[src/rtl/wide_lut_ram_pkg.sv]
// wide_lut_ram_pkg: shared bus constants and chunk/address decode helpers.
// Contents:
//   BUS_W    - width of the daisy-chained bus data/address (16)
//   chunks() - number of 16-bit bus chunks needed to carry a w-bit word
//   idx_w()  - index width for n entries (never below 1 bit)
//   split()  - window offset -> {word, chunk}
package wide_lut_ram_pkg;

    localparam int BUS_W = 16;

    typedef struct packed {
        logic [31:0] word;
        logic [31:0] chunk;
    } split_t;

    function automatic int chunks(input int w);
        return (w + BUS_W - 1) / BUS_W;
    endfunction

    function automatic int idx_w(input int n);
        return n > 1 ? $clog2(n) : 1;
    endfunction

    function automatic split_t split(input logic [31:0] off, input int ch);
        return '{word: off / 32'(ch), chunk: off % 32'(ch)};
    endfunction

endpackage

[src/rtl/wide_lut_ram_if.sv]
// wide_lut_ram_if: one hop of the daisy-chained 16-bit bus.
// Signals:
//   addr_i/wdata_i/rdata_i/rw_i/valid_i - transaction arriving from upstream
//   addr_o/wdata_o/rdata_o/rw_o/valid_o - transaction forwarded downstream
// Modports: master drives the *_i side and observes *_o; slave is the core.
interface wide_lut_ram_if
    import wide_lut_ram_pkg::*;
    ();

    logic [BUS_W-1:0] addr_i, wdata_i, rdata_i;
    logic             rw_i, valid_i;
    logic [BUS_W-1:0] addr_o, wdata_o, rdata_o;
    logic             rw_o, valid_o;

    modport master (
        output addr_i, wdata_i, rdata_i, rw_i, valid_i,
        input  addr_o, wdata_o, rdata_o, rw_o, valid_o
    );

    modport slave (
        input  addr_i, wdata_i, rdata_i, rw_i, valid_i,
        output addr_o, wdata_o, rdata_o, rw_o, valid_o
    );

endinterface

[src/rtl/wide_lut_ram_bus_chunk_decode.sv]
// bus_chunk_decode: combinational window check and word/chunk split of a bus address.
// Ports:
//   addr  in  16      - bus address
//   valid in  1       - transaction strobe
//   hit   out 1       - valid and addr inside BASE_ADDR .. BASE_ADDR+DEPTH*CH-1
//   word  out AW      - word index inside the window
//   chunk out CW      - 16-bit chunk index inside that word (0 = LSBs)
module bus_chunk_decode
    import wide_lut_ram_pkg::*;
#(
    parameter  int BASE_ADDR = 0,
    parameter  int DEPTH     = 8,
    parameter  int CH        = 2,
    localparam int AW        = idx_w(DEPTH),
    localparam int CW        = idx_w(CH)
) (
    input  logic [BUS_W-1:0] addr,
    input  logic             valid,
    output logic             hit,
    output logic [AW-1:0]    word,
    output logic [CW-1:0]    chunk
);

    logic [31:0] off;
    split_t      s;
    logic        unused_hi;

    // Done in 32 bits so addresses below the base wrap to huge offsets and miss.
    always_comb begin
        off   = {16'd0, addr} - 32'(BASE_ADDR);
        s     = split(off, CH);
        hit   = valid && ({16'd0, addr} >= 32'(BASE_ADDR)) && (off < 32'(DEPTH * CH));
        word  = s.word[AW-1:0];
        chunk = s.chunk[CW-1:0];
    end

    assign unused_hi = ^{s.word[31:AW], s.chunk[31:CW]};

endmodule

[src/rtl/wide_lut_ram.sv]
// wide_lut_ram: bus-attached register-file memory with WIDTH-bit words carried as 16-bit chunks.
// Ports:
//   clk, rst   - clock, asynchronous active-high reset
//   bus        - slave side of one daisy-chain hop; every transaction is forwarded after
//                one cycle, reads hitting the window get rdata_o replaced
//   user_addr  - user word index
//   user_wdata - user write data
//   user_we    - user write enable (wins over a bus commit to the same word)
//   user_rdata - registered mem[user_addr], read-before-write
module wide_lut_ram
    import wide_lut_ram_pkg::*;
#(
    parameter  int WIDTH     = 32,
    parameter  int DEPTH     = 8,
    parameter  int BASE_ADDR = 0,
    parameter  int READ_ONLY = 0,
    parameter  int USER_PORT = 1,
    localparam int AW        = idx_w(DEPTH)
) (
    input  logic              clk,
    input  logic              rst,
    wide_lut_ram_if.slave     bus,
    input  logic [AW-1:0]     user_addr,
    input  logic [WIDTH-1:0]  user_wdata,
    input  logic              user_we,
    output logic [WIDTH-1:0]  user_rdata
);

    localparam int CH = chunks(WIDTH);
    localparam int CW = idx_w(CH);
    localparam int PW = CH * BUS_W;

    logic             hit;
    logic [AW-1:0]    word;
    logic [CW-1:0]    chunk;

    logic [WIDTH-1:0] mem [DEPTH];
    logic [PW-1:0]    stage;
    logic [WIDTH-1:0] snap;
    logic [AW-1:0]    snap_word;
    logic             snap_valid;

    logic             top_chunk, rd_hit, stage_we, bus_commit, usr_we;
    logic [PW-1:0]    live_pad, rd_src, commit_pad;
    logic [BUS_W-1:0] rd_data;

    bus_chunk_decode #(
        .BASE_ADDR(BASE_ADDR),
        .DEPTH    (DEPTH),
        .CH       (CH)
    ) u_dec (
        .addr (bus.addr_i),
        .valid(bus.valid_i),
        .hit  (hit),
        .word (word),
        .chunk(chunk)
    );

    always_comb begin
        top_chunk  = chunk == CW'(CH - 1);
        rd_hit     = hit && !bus.rw_i;
        stage_we   = hit && bus.rw_i && READ_ONLY == 0 && !top_chunk;
        usr_we     = USER_PORT != 0 && user_we;
        // A user write to the same word in the same cycle overrides the bus commit.
        bus_commit = hit && bus.rw_i && READ_ONLY == 0 && top_chunk
                     && !(usr_we && user_addr == word);
        live_pad   = PW'(mem[word]);
        // Upper chunks come from the snapshot only while it still describes this word,
        // giving a coherent multi-chunk read even if the word changes in between.
        rd_src     = (chunk != '0 && snap_valid && snap_word == word) ? PW'(snap) : live_pad;
        rd_data    = rd_src[chunk*BUS_W +: BUS_W];
        commit_pad = stage;
        commit_pad[PW-1 -: BUS_W] = bus.wdata_i;
    end

    if (PW > WIDTH) begin : g_pad
        logic unused_pad;
        assign unused_pad = ^commit_pad[PW-1:WIDTH];
    end

    // Distributed RAM: async read, no reset on contents.
    always_ff @(posedge clk) begin
        if (bus_commit) mem[word] <= commit_pad[WIDTH-1:0];
        if (usr_we) mem[user_addr] <= user_wdata;
    end

    always_ff @(posedge clk or posedge rst) begin
        if (rst) begin
            bus.addr_o  <= '0;
            bus.wdata_o <= '0;
            bus.rdata_o <= '0;
            bus.rw_o    <= 1'b0;
            bus.valid_o <= 1'b0;
            user_rdata  <= '0;
            stage       <= '0;
            snap        <= '0;
            snap_word   <= '0;
            snap_valid  <= 1'b0;
        end else begin
            bus.addr_o  <= bus.addr_i;
            bus.wdata_o <= bus.wdata_i;
            bus.rw_o    <= bus.rw_i;
            bus.valid_o <= bus.valid_i;
            bus.rdata_o <= rd_hit ? rd_data : bus.rdata_i;
            user_rdata  <= USER_PORT != 0 ? mem[user_addr] : '0;
            if (stage_we) stage[chunk*BUS_W +: BUS_W] <= bus.wdata_i;
            if (rd_hit && chunk == '0) begin
                snap       <= mem[word];
                snap_word  <= word;
                snap_valid <= 1'b1;
            end
        end
    end

endmodule

[src/flat_wrapper.sv]
// flat-port wrapper written by rule: the top's interface ports become plain ports
module wide_lut_ram_flat import wide_lut_ram_pkg::*;
#(
    parameter  int WIDTH     = 32,
    parameter  int DEPTH     = 8,
    parameter  int BASE_ADDR = 0,
    parameter  int READ_ONLY = 0,
    parameter  int USER_PORT = 1,
    localparam int AW        = idx_w(DEPTH)
)
  (clk, rst, user_addr, user_wdata, user_we, user_rdata, bus_addr_i, bus_wdata_i, bus_rdata_i, bus_rw_i, bus_valid_i, bus_addr_o, bus_wdata_o, bus_rdata_o, bus_rw_o, bus_valid_o);
  wide_lut_ram_if bus_i ();
  input  logic clk;
  input  logic rst;
  input  logic [AW-1:0] user_addr;
  input  logic [WIDTH-1:0] user_wdata;
  input  logic user_we;
  output logic [WIDTH-1:0] user_rdata;
  input wire logic [$bits(bus_i.addr_i)-1:0] bus_addr_i;
  input wire logic [$bits(bus_i.wdata_i)-1:0] bus_wdata_i;
  input wire logic [$bits(bus_i.rdata_i)-1:0] bus_rdata_i;
  input wire logic [$bits(bus_i.rw_i)-1:0] bus_rw_i;
  input wire logic [$bits(bus_i.valid_i)-1:0] bus_valid_i;
  output wire logic [$bits(bus_i.addr_o)-1:0] bus_addr_o;
  output wire logic [$bits(bus_i.wdata_o)-1:0] bus_wdata_o;
  output wire logic [$bits(bus_i.rdata_o)-1:0] bus_rdata_o;
  output wire logic [$bits(bus_i.rw_o)-1:0] bus_rw_o;
  output wire logic [$bits(bus_i.valid_o)-1:0] bus_valid_o;
  assign bus_i.addr_i = bus_addr_i;
  assign bus_i.wdata_i = bus_wdata_i;
  assign bus_i.rdata_i = bus_rdata_i;
  assign bus_i.rw_i = bus_rw_i;
  assign bus_i.valid_i = bus_valid_i;
  assign bus_addr_o = bus_i.addr_o;
  assign bus_wdata_o = bus_i.wdata_o;
  assign bus_rdata_o = bus_i.rdata_o;
  assign bus_rw_o = bus_i.rw_o;
  assign bus_valid_o = bus_i.valid_o;
  wide_lut_ram #(.WIDTH(WIDTH), .DEPTH(DEPTH), .BASE_ADDR(BASE_ADDR), .READ_ONLY(READ_ONLY), .USER_PORT(USER_PORT)) u_core (.clk(clk), .rst(rst), .bus(bus_i), .user_addr(user_addr), .user_wdata(user_wdata), .user_we(user_we), .user_rdata(user_rdata));
endmodule
[config.mk]
export PLATFORM = sky130hd
export DESIGN_NAME = wide_lut_ram_flat
export DESIGN_NICKNAME = d
export VERILOG_FILES = /design/src/rtl/wide_lut_ram_pkg.sv /design/src/rtl/wide_lut_ram_if.sv /design/src/rtl/wide_lut_ram_bus_chunk_decode.sv /design/src/rtl/wide_lut_ram.sv /design/src/flat_wrapper.sv
export SDC_FILE = /design/constraint.sdc
export NUM_CORES = 1
export LEC_CHECK = 0
export CAP_MARGIN = 30
export CORE_MARGIN = 1.5
export CORE_UTILIZATION = 52
export CTS_CLUSTER_DIAMETER = 150
export CTS_CLUSTER_SIZE = 25
export DETAILED_ROUTE_END_ITERATION = 8
export PLACE_DENSITY_LB_ADDON = 0.25
export SETUP_SLACK_MARGIN = 0.3
export SLEW_MARGIN = 20
export SYNTH_ARGS = -nofsm -noshare
export SYNTH_HDL_FRONTEND = slang
export SYNTH_SLANG_ARGS = --single-unit
[constraint.sdc]
create_clock -name clk -period 4.05 [get_ports clk]
set_input_delay 0.81 -clock clk [delete_from_list [all_inputs] [get_ports clk]]
set_output_delay 0.81 -clock clk [all_outputs]
set_load 0.005 [all_outputs]
==> out/results.tsv, run 1 <==
metric	value	unit
Via Count	11150	
Num CTS Buffers	18	
DR WL/cell	29.67	µm
Hold Buf Count CTS	0	
fill count	2655	
Main synth FF type	edfxtp_1	
critical path cell sequence	clkdlybuf4s50_1, nor4b_1, and4_1, and3_1, nand2_1, o21ai_4, buf_12	
Die Ht	192.4	µm
worst r2r src	u_core.mem[3][16]$_DFFE_PP_	
Max Cap Violations	0	
Leak Pwr	7.432	nW
fin crit share	74.62	%
largest net degree at the start of global routing	81	
Rows	69	
dpl ws	0.4661	ns
Hold/Removal Path Class	reg -> reg	
global-route wire length before repair	74.60	mm
Setup-failing EPs final	0	
CP peak stage delay	0.48	ns
reg2reg setup slack	1.86	ns
setup bufs post-CTS	0	
via/cell ratio	6.431	
reg2reg end	u_core.bus.rdata_o[0]$_DFF_PP0_	
CTS tree	yes	
Final #Nets	1349	
ys async rst share	31.55	%
worst slew pin tran	0.7252	ns
Synth Warn #	0	
die area	0.03700	mm²
Reg clk slew, reported paths	0.09	ns
total negative slack	0	ns
cells after synthesis	1100	
clock sinks	374	
cell family with most CP delay	simple AND/OR/NAND/NOR gates	
GR Overflow Total	0	
chip width	192.4	µm
CTS H-tree lvls	1	
DRC Markers	0	
Routability Congestion	0.8337	
Routed WL	51.45	mm
Synth Register Bits	374	
EDFF count, synth	256	
WP data arrival	3.26	ns
worst-path fanout max	19	
Final Hold Fails	0	
register area share after synthesis	57.07	%
Peak supply drop	0.3488	mV
uppermost layer routed	met4	
met2 routed WL	25.05	mm
dpl hpwl	33.92	mm
drt pass-1 iters	7	
Rel. slew slack	50.27	%
setup ws final	1.028	ns
Worst Clk Skew	0.01243	ns
Final ANT Viol Nets	0	
post-synthesis cell area	0.01865	mm²
# IOs	170	
clock latency on the worst-skew pair	0.54	ns
met3 wire length	4.347	mm
syn avg cell area	16.95	µm²
initial antenna violation count	1	
CP Depth	7	
Tot GR Track Use	28.21	%
status	finished clean	
vias in the first global route	11260	
CP max-delay cell	o21ai_4	
Detailed Route Iter0 Violations	1090	
Gates resized, CTS repair	0	
required time worst endpoint	4.29	ns
FMAX	0.3309	GHz
power density over the cells	339.7	mW/mm²
Unique masters post-synth	47	
reg2reg path depth	5	
beginning of the critical path	bus_addr_i[8]	
ant diodes	0	
RSZ-0062 raised after global routing	false	
Initial Utilization	52.68	%
CP Capture Point	u_core.mem[3][18]$_DFFE_PP_	
Longest Clk Path Bufs	3	
PortBufs	169	
kind of critical path	in -> reg	
Area Growth Syn to Fin	16.15	%
Core ar.	0.03540	mm²
post-synthesis net count	1188	
min cycle time layout	3.022	ns
endpoint type of the worst setup path	flop	
Slew Limit Fails	0	
Root Buffer	clkbuf_16	
CP startpoint kind	input pin	
Buf+Inv Stages, Crit Path	2	
share of layout cells above drive strength 1	41.48	%
wire length on met1	20.53	mm
[state kept, by name, summed over array words and instances (netlist names)]
name	count
u_core.snap_word	3
u_core.stage	16
u_core.bus.addr_o	16
u_core.bus.wdata_o	16
u_core.mem	256
u_core.bus.valid_o	1
u_core.snap_valid	1
u_core.snap	16
u_core.bus.rw_o	1
u_core.user_rdata	32
u_core.bus.rdata_o	16
[through the flow]
stage	hold slack, ns	power [mW]	cell area (µm²)	instances	utilization (%)
floorplan	0.4350	4.826	18650	1100	-
global placement	0.4550	5.275	21100	1701	59.62
detailed placement	0.4610	5.289	21100	1701	59.62
CTS	0.4876	7.388	21640	1733	61.14
global route	0.5110	7.571	21660	1734	61.18
finish	0.4824	7.356	21660	1734	61.18
[where the power goes]
part / internal [mW] / total [mW] / leakage [nW] / switching, mW
Combinational: 0.475 / 0.930 / 3.65 / 0.456
Sequential: 4.22 / 4.28 / 3.52 / 0.0565
Clock: 0.923 / 2.15 / 0.261 / 1.23
Total: 5.62 / 7.36 / 7.43 / 1.74
[layout make-up]
type / count / area, µm² / share of cell area (%)
repair buffers: 225 / 2200 / 10.16
inverters: 4 / 18.77 / 0.08666
clock inverters: 1 / 17.52 / 0.08088
flip-flops and latches: 374 / 10640 / 49.13
clock buffers: 31 / 520.5 / 2.403
multi-input cells: 638 / 7684 / 35.48
well taps: 461 / 576.8 / 2.663
[Yosys cell counts (7+ instances only)]
library cell	number	area (µm²)
o21ai_0	52	260.3
dfrtp_1	118	2953
clkbuf_1	13	48.80
a21oi_1	14	70.07
nand2_1	25	93.84
edfxtp_1	256	7687
mux2_2	309	3480
mux2i_1	34	340.3
mux4_2	119	2680
buf_2	54	270.3
buf_1	10	37.54
o22a_1	15	131.4
nor2_1	7	26.28
[cells by family (layout without fill, tap and decap cells)]
group	Yosys count	in the layout	share of synthesized area, %
AOI/OAI and AO/OA	104	104	3.469
xor gates and xnor gates	6	6	0.2819
buffers and inverters	88	261	2.355
DFF	374	374	57.07
muxes	462	462	34.86
and+or+nand+nor	66	66	1.966
[layer usage]
metal / vias to the layer above / GRT usage [%]
li1: 4732 / -
met1: 5817 / 37.62
met2: 528 / 47.15
met3: 75 / 5.110
met4: 0 / 8.885
met5: - / 0
[worst min-delay path by stage]
stage / start / end / slack, ns / cells after the start
2_1_floorplan: u_core.snap_valid$_DFFE_PP0P_ / u_core.snap_valid$_DFFE_PP0P_ / 0.44 / 1
3_3_place_gp: u_core.snap_valid$_DFFE_PP0P_ / u_core.snap_valid$_DFFE_PP0P_ / 0.46 / 1
3_5_place_dp: u_core.snap_valid$_DFFE_PP0P_ / u_core.snap_valid$_DFFE_PP0P_ / 0.46 / 1
4_1_cts: u_core.snap[19]$_DFFE_PP0P_ / u_core.snap[19]$_DFFE_PP0P_ / 0.49 / 2
5_1_grt: rst / u_core.user_rdata[4]$_DFF_PP0_ / 0.51 / 2
6_report: u_core.snap[21]$_DFFE_PP0P_ / u_core.snap[21]$_DFFE_PP0P_ / 0.48 / 2
[worst register-to-register path, stage by stage, from the launching register on]
cell and delay, ns:
edfxtp_1 0.40, mux4_2 0.46, or2_2 0.27, a32oi_1 0.43
a21oi_1 0.29, o22a_1 0.24
[placed cells by master (no fill, tap or decap), types with 2 or more instances in the layout]
| master | Yosys | routed |
|---|---|---|
| buf_2 | 54 | 2 |
| o21ai_4 | 0 | 4 |
| nor2_1 | 7 | 6 |
| nor3_4 | 0 | 2 |
| a221o_1 | 2 | 2 |
| dfrtp_1 | 118 | 118 |
| nand4_1 | 2 | 2 |
| edfxtp_1 | 256 | 256 |
| nand4b_1 | 3 | 3 |
| and3_1 | 3 | 3 |
| inv_1 | 3 | 2 |
| nand2b_1 | 3 | 3 |
| o32ai_1 | 3 | 3 |
| xnor2_1 | 3 | 3 |
| mux2i_1 | 34 | 34 |
| o21ai_0 | 52 | 48 |
| mux2_2 | 309 | 309 |
| nor4_1 | 2 | 2 |
| a31oi_1 | 4 | 4 |
| clkbuf_16 | 0 | 19 |
| mux4_2 | 119 | 119 |
| clkdlybuf4s50_1 | 0 | 163 |
| o211ai_1 | 3 | 3 |
| a221oi_1 | 2 | 2 |
| xor2_1 | 3 | 3 |
| buf_12 | 0 | 8 |
| nor3b_1 | 2 | 2 |
| o21bai_4 | 0 | 4 |
| or2_2 | 2 | 2 |
| nand2_1 | 25 | 25 |
| o22a_1 | 15 | 15 |
| nor3_1 | 3 | 3 |
| buf_4 | 3 | 51 |
| clkbuf_1 | 13 | 12 |
| a21oi_1 | 14 | 14 |
| nor3b_4 | 0 | 2 |
| nand3_1 | 4 | 4 |
No activity file was read; power rests on OpenSTA's default activity.
==> inputs of run 2 (changes only) <==
==> constraint.sdc (replaced) <==
create_clock -name clk -period 2.55 [get_ports clk]
set_input_delay 0.51 -clock clk [delete_from_list [all_inputs] [get_ports clk]]
set_output_delay 0.51 -clock clk [all_outputs]
set_load 0.005 [all_outputs]
==> out/results.tsv, run 2 (synthesis results as in run 1) <==
metric	value	unit	change
share of layout cells above drive strength 1	44.54	%	was 41.48%
clock latency on the worst-skew pair	0.54	ns	about the same
GR Overflow Total	0		unchanged
endpoint type of the worst setup path	flop		unchanged
WP data arrival	2.46	ns	was 3.26 ns
DR WL/cell	29.83	µm	was 29.67 µm
Setup-failing EPs final	0		unchanged
initial antenna violation count	0		was 1
CTS H-tree lvls	1		unchanged
Largest register FFs	256		unchanged
reg2reg end	u_core.bus.rdata_o[11]$_DFF_PP0_		was u_core.bus.rdata_o[0]$_DFF_PP0_
setup ws final	0.3439	ns	was 1.028 ns
hold path startpoint	bus_valid_i		was u_core.snap[21]$_DFFE_PP0P_
Worst Clk Skew	0.01514	ns	was 0.01243 ns
drt pass-1 iters	6		was 7
total negative slack	0	ns	unchanged
Via Count	11600		was 11,150
Num CTS Buffers	18		unchanged
PortBufs	169		unchanged
Rel. slew slack	59.44	%	was 50.27%
Rows	69		unchanged
Final Hold Fails	0		unchanged
critical path cell sequence	clkdlybuf4s50_1, nor4_2, and4_1, and3_4, nand2_8, o21ai_4, buf_6, bufbuf_16		was clkdlybuf4s50_1, nor4b_1, and4_1, and3_1, nand2_1, o21ai_4, buf_12
reg2reg setup slack	0.55	ns	was 1.86 ns
Core ar.	0.03540	mm²	unchanged
RSZ-0062 raised after global routing	false		unchanged
status	finished clean		unchanged
# IOs	170		unchanged
DRC Markers	0		unchanged
Peak supply drop	0.3855	mV	was 0.3488 mV
Max Cap Violations	0		unchanged
via/cell ratio	6.456		was 6.431
ant diodes	0		unchanged
clock sinks	374		unchanged
reg2reg path depth	4		was 5
power density over the cells	520.6	mW/mm²	was 339.7 mW/mm²
Routability Congestion	0.8610		was 0.8337
Final #Nets	1412		was 1,349
worst slew pin tran	0.6065	ns	was 0.7252 ns
Top Registers	u_core.mem x256, u_core.user_rdata x32		unchanged
Tot GR Track Use	29.47	%	was 28.21%
Root Buffer	clkbuf_16		unchanged
global-route wire length before repair	78.65	mm	was 74.60 mm
CTS tree	yes		unchanged
required time worst endpoint	2.81	ns	was 4.29 ns
commonest non-fill, non-tap cell in the layout	mux2_2		unchanged
Routed WL	53.60	mm	was 51.45 mm
Detailed Route Iter0 Violations	1073		was 1,090
dpl ws	-0.4504	ns	was 0.4661 ns
CP peak stage delay	0.45	ns	was 0.48 ns
Reg with most FFs	u_core.mem		unchanged
hold depth	1		was 2
Longest Clk Path Bufs	3		unchanged
Area Growth Syn to Fin	20.82	%	was 16.15%
worst-path fanout max	6		was 19
die area	0.03700	mm²	unchanged
min cycle time layout	2.206	ns	
Leak Pwr	7.892	nW	was 7.432 nW
Initial Utilization	52.68	%	unchanged
commonest non-fill, non-tap cells in the layout	mux2_2 (309), edfxtp_1 (256), clkdlybuf4s50_1 (157)		was mux2_2 (309), edfxtp_1 (256), clkdlybuf4s50_1 (163)
vias in the first global route	11770		was 11,260
Die Ht	192.4	µm	unchanged
Hold/Removal Path Class	in -> reg		was reg -> reg
Final ANT Viol Nets	0		unchanged
CP startpoint kind	input pin		unchanged
chip width	192.4	µm	unchanged
dpl hpwl	36.35	mm	was 33.92 mm
Reg clk slew, reported paths	0.10	ns	was 0.09 ns
worst r2r src	u_core.snap_word[2]$_DFFE_PP0P_		was u_core.mem[3][16]$_DFFE_PP_
WHS Endpoint	u_core.bus.valid_o$_DFF_PP0_		was u_core.snap[21]$_DFFE_PP0P_
kind of critical path	in -> reg		unchanged
FMAX	0.4533	GHz	
largest net degree at the start of global routing	87		was 81
fin crit share	86.51	%	
CP max-delay cell	clkdlybuf4s50_1		was o21ai_4
Slew Limit Fails	0		unchanged
==> run 2: changes by cell type in the layout (fill, tap and decap cells not counted), sizes merged <==
cell,delta
buf,+61
bufbuf,+1
bufinv,-1
clkbuf,+2
clkdlybuf4s50,-6
dlygate4sd2,+3
dlymetal6s2s,+3
==> run 2: layout make-up <==
type / instances / area [µm²]
clock buffers: 32 / 524.3
fillers: 2571 / 12870
inverters: 4 / 18.77
multi-input cells: 638 / 7729
flip-flops and latches: 374 / 10640
well taps: 461 / 576.8
repair buffers: 288 / 3039
==> run 2: stage by stage <==
stage / hold slack, ns / power, mW / cells / util [%] / cell area [µm²]
2_1_floorplan: 0.4350 / 7.671 / 1100 / - / 18720
3_3_place_gp: 0.4566 / 8.479 / 1755 / 61.59 / 21800
3_5_place_dp: 0.4653 / 8.504 / 1755 / 61.59 / 21800
4_1_cts: 0.2767 / 11.79 / 1792 / 63.44 / 22450
5_1_grt: 0.1053 / 12.09 / 1797 / 63.64 / 22530
6_report: 0.1117 / 11.73 / 1797 / 63.64 / 22530
==> run 2: worst max-delay path by stage <==
stage / from / end / slack [ns]
after CTS: bus_valid_i / u_core.mem[3][30]$_DFFE_PP_ / 0.30
final: bus_addr_i[13] / u_core.mem[3][23]$_DFFE_PP_ / 0.34
after global routing: bus_addr_i[13] / u_core.mem[5][27]$_DFFE_PP_ / 0.29
after floorplan: bus_addr_i[2] / u_core.mem[1][0]$_DFFE_PP_ / -0.79
after detailed placement: bus_addr_i[6] / u_core.mem[3][7]$_DFFE_PP_ / -0.45
after global placement: bus_addr_i[9] / u_core.mem[3][13]$_DFFE_PP_ / -0.49
==> run 2: timing repair <==
action                                 in CTS  in global routing
gates cloned                                2                  2
gates resized for setup                    11                  4
hold buffers                                0                  0
setup buffers                               3                  3
pin swaps                                   3                  4
endpoints found under the hold margin       0                  0
setup endpoints to repair                 256                129
==> run 2: worst max-delay path, delay by kind of cell <==
kind | cells | cell delay (ns)
compound gates | 1 | 0.19
buf+inv | 3 | 0.87
simple gates | 4 | 0.89
==> run 2: where the power goes <==
| part | leakage, nW | switching (mW) | internal, mW |
|---|---|---|---|
| logic | 4.12 | 0.755 | 0.841 |
| clock network | 0.249 | 1.92 | 1.42 |
| registers | 3.52 | 0.0944 | 6.70 |
| total | 7.89 | 2.77 | 8.96 |
==> run 2: routing by layer <==
metal | GRT usage (%) | up-vias | part of all wire (%)
li1 | - | 4865 | -
met1 | 40.34 | 6111 | 40
met2 | 48.49 | 544 | 49
met3 | 4.983 | 82 | 8.1
met4 | 9.034 | 0 | 2.9
met5 | 0 | - | 0
==> inputs of run 3 (changes only) <==
--- a/config.mk
+++ b/config.mk
@@ -6,8 +6,11 @@
 export NUM_CORES = 1
 export LEC_CHECK = 0
 export CAP_MARGIN = 30
+export CELL_PAD_IN_SITES_DETAIL_PLACEMENT = 1
+export CELL_PAD_IN_SITES_GLOBAL_PLACEMENT = 2
+export CORE_ASPECT_RATIO = 1.5
 export CORE_MARGIN = 1.5
-export CORE_UTILIZATION = 52
+export CORE_UTILIZATION = 39
 export CTS_CLUSTER_DIAMETER = 150
 export CTS_CLUSTER_SIZE = 25
 export DETAILED_ROUTE_END_ITERATION = 8
==> out/results.tsv, run 3 (synthesis results as in run 1) <==
metric	value	unit	change
WP data arrival	2.49	ns	was 2.46 ns
reg2reg setup slack	0.65	ns	was 0.55 ns
clock latency on the worst-skew pair	0.55	ns	was 0.54 ns
min cycle time layout	2.221	ns	was 2.206 ns
CTS H-tree lvls	1		unchanged
hold depth	1		unchanged
Tot GR Track Use	24.95	%	was 29.47%
setup ws final	0.3293	ns	was 0.3439 ns
power density over the cells	514.5	mW/mm²	was 520.6 mW/mm²
dpl cells	1911		was 1,755
GR Overflow Total	0		unchanged
drt pass-1 iters	4		was 6
Non-Filler Instances	1963		was 1,797
Setup-failing EPs final	0		unchanged
CP startpoint kind	input pin		unchanged
commonest non-fill, non-tap cells in the layout	mux2_2 (309), edfxtp_1 (256), clkdlybuf4s50_1 (155)		was mux2_2 (309), edfxtp_1 (256), clkdlybuf4s50_1 (157)
initial antenna violation count	1		was 0
Root Buffer	clkbuf_16		unchanged
WHS Endpoint	u_core.bus.valid_o$_DFF_PP0_		unchanged
Via Count	11700		was 11,600
critical path cell sequence	dlygate4sd2_1, nor4_4, buf_4, and4_4, and3_4, buf_12, nand2_8, o21bai_4, buf_6, bufbuf_16		was clkdlybuf4s50_1, nor4_2, and4_1, and3_4, nand2_8, o21ai_4, buf_6, bufbuf_16
dpl ws	-0.5459	ns	was -0.4504 ns
Total Power	11.89	mW	was 11.73 mW
status	finished clean		unchanged
CTS tree	yes		unchanged
Post-Route Utilization	48.68	%	was 63.64%
required time worst endpoint	2.82	ns	was 2.81 ns
worst r2r src	u_core.snap_word[2]$_DFFE_PP0P_		unchanged
largest net degree at the start of global routing	79		was 87
Peak supply drop	0.4648	mV	was 0.3855 mV
Routability Congestion	0.8162		was 0.8610
Hold Buf Count CTS	0		unchanged
PortBufs	169		unchanged
vias in the first global route	12810		was 11,770
reg2reg end	u_core.bus.rdata_o[15]$_DFF_PP0_		was u_core.bus.rdata_o[11]$_DFF_PP0_
DR WL/cell	30.91	µm	was 29.83 µm
CP max-delay cell	nor4_4		was clkdlybuf4s50_1
# IOs	170		unchanged
hold path startpoint	bus_valid_i		unchanged
Rel. slew slack	56.91	%	was 59.44%
kind of critical path	in -> reg		unchanged
Top Registers	u_core.mem x256, u_core.user_rdata x32		unchanged
Die Ht	270.8	µm	was 192.4 µm
cell family with most CP delay	buffers and inverters		was simple AND/OR/NAND/NOR gates
Initial Utilization	39.29	%	was 52.68%
reg2reg path depth	6		was 4
clock sinks	374		unchanged
final non-filler cell area	0.02310	mm²	was 0.02253 mm²
Worst Clk Skew	0.01644	ns	was 0.01514 ns
Largest register FFs	256		unchanged
ant diodes	0		unchanged
Leak Pwr	8.074	nW	was 7.892 nW
endpoint type of the worst setup path	flop		unchanged
commonest non-fill, non-tap cell in the layout	mux2_2		unchanged
dpl hpwl	41.45	mm	was 36.35 mm
RSZ-0062 raised after global routing	false		unchanged
Slew Limit Fails	0		unchanged
via/cell ratio	5.961		was 6.456
Longest Clk Path Bufs	3		unchanged
Max Cap Violations	0		unchanged
FMAX	0.4503	GHz	was 0.4533 GHz
hold slack	0.2223	ns	was 0.1117 ns
Detailed Route Iter0 Violations	866		was 1,073
DRC Markers	0		unchanged
Routed WL	60.67	mm	was 53.60 mm
total negative slack	0	ns	unchanged
Core ar.	0.04745	mm²	was 0.03540 mm²
Buf+Inv Stages, Crit Path	5		was 3
worst slew pin tran	0.6443	ns	was 0.6065 ns
global-route wire length before repair	88.94	mm	was 78.65 mm
CP peak stage delay	0.30	ns	was 0.45 ns
Final #Nets	1439		was 1,412
fin crit share	87.09	%	was 86.51%
share of layout cells above drive strength 1	45.78	%	was 44.54%
chip width	181.5	µm	was 192.4 µm
post-placement cell area	0.02220	mm²	was 0.02180 mm²
Num CTS Buffers	18		unchanged
Final Hold Fails	0		unchanged
fill count	4475		was 2,571
Reg with most FFs	u_core.mem		unchanged
Rows	98		was 69
Final ANT Viol Nets	0		unchanged
Hold/Removal Path Class	in -> reg		unchanged
Reg clk slew, reported paths	0.10	ns	about the same
die area	0.04916	mm²	was 0.03700 mm²
worst-path fanout max	5		was 6
Area Growth Syn to Fin	23.90	%	was 20.82%
## run 3: cell types whose count changed in the layout (fill, tap and decap cells not counted), moves of 2 or more
cell / before / now
dlygate4sd2_1: 3 / 8
dlymetal6s2s_1: 3 / 0
buf_12: 32 / 43
buf_4: 86 / 99
clkdlybuf4s50_1: 157 / 155
buf_16: 1 / 3
## run 3: worst max-delay path by stage
stage	startpoint	endpoint	slack (ns)	cells after the start
after global routing	bus_addr_i[14]	u_core.mem[4][18]$_DFFE_PP_	0.30	11
after global placement	bus_addr_i[9]	u_core.mem[5][23]$_DFFE_PP_	-0.58	8
after detailed placement	bus_addr_i[14]	u_core.mem[5][24]$_DFFE_PP_	-0.55	8
final	bus_addr_i[14]	u_core.mem[4][27]$_DFFE_PP_	0.33	10
after floorplan	bus_addr_i[2]	u_core.mem[1][0]$_DFFE_PP_	-0.79	7
after CTS	bus_addr_i[12]	u_core.mem[4][11]$_DFFE_PP_	0.31	10
## run 3: where the power goes
part / internal, mW / leakage [nW] / switching (mW)
Clock: 1.42 / 0.249 / 1.98
Combinational: 0.886 / 4.31 / 0.804
Sequential: 6.70 / 3.52 / 0.0976
Total: 9.01 / 8.07 / 2.88
## run 3: routing by layer
metal	part of all wire, %	GRT usage [%]	routed length [µm]	up-vias
li1	-	-	-	4915
met1	39	29.81	23430	6343
met2	54	46.41	32820	355
met3	3.7	2.275	2273	88
met4	3.5	8.991	2143	0
met5	0	0	0	-
## run 3: worst reg2reg max path: stages, from the launching register on
cell and delay (ns):
dfrtp_1 0.40, xor2_1 0.16, or4_4 0.62, buf_12 0.19, o21ai_0 0.15, a21oi_1 0.07, o22a_1 0.18
## run 3: timing repair
action                     in CTS  in global routing
gates cloned                    5                  0
setup endpoints to repair     256                 47
gates resized for setup        23                  2
setup buffers                  14                  1
pin swaps                       7                  1
## run 3: cell type report
type                       count  area (µm²)  area share, %
clock buffer                  32       524.3          2.269
inverter                       4       18.77        0.08124
multi-input combinational    638        7750          33.55
sequential                   374       10640          46.06
tap                          600       750.7          3.250
timing repair buffer         315        3417          14.79
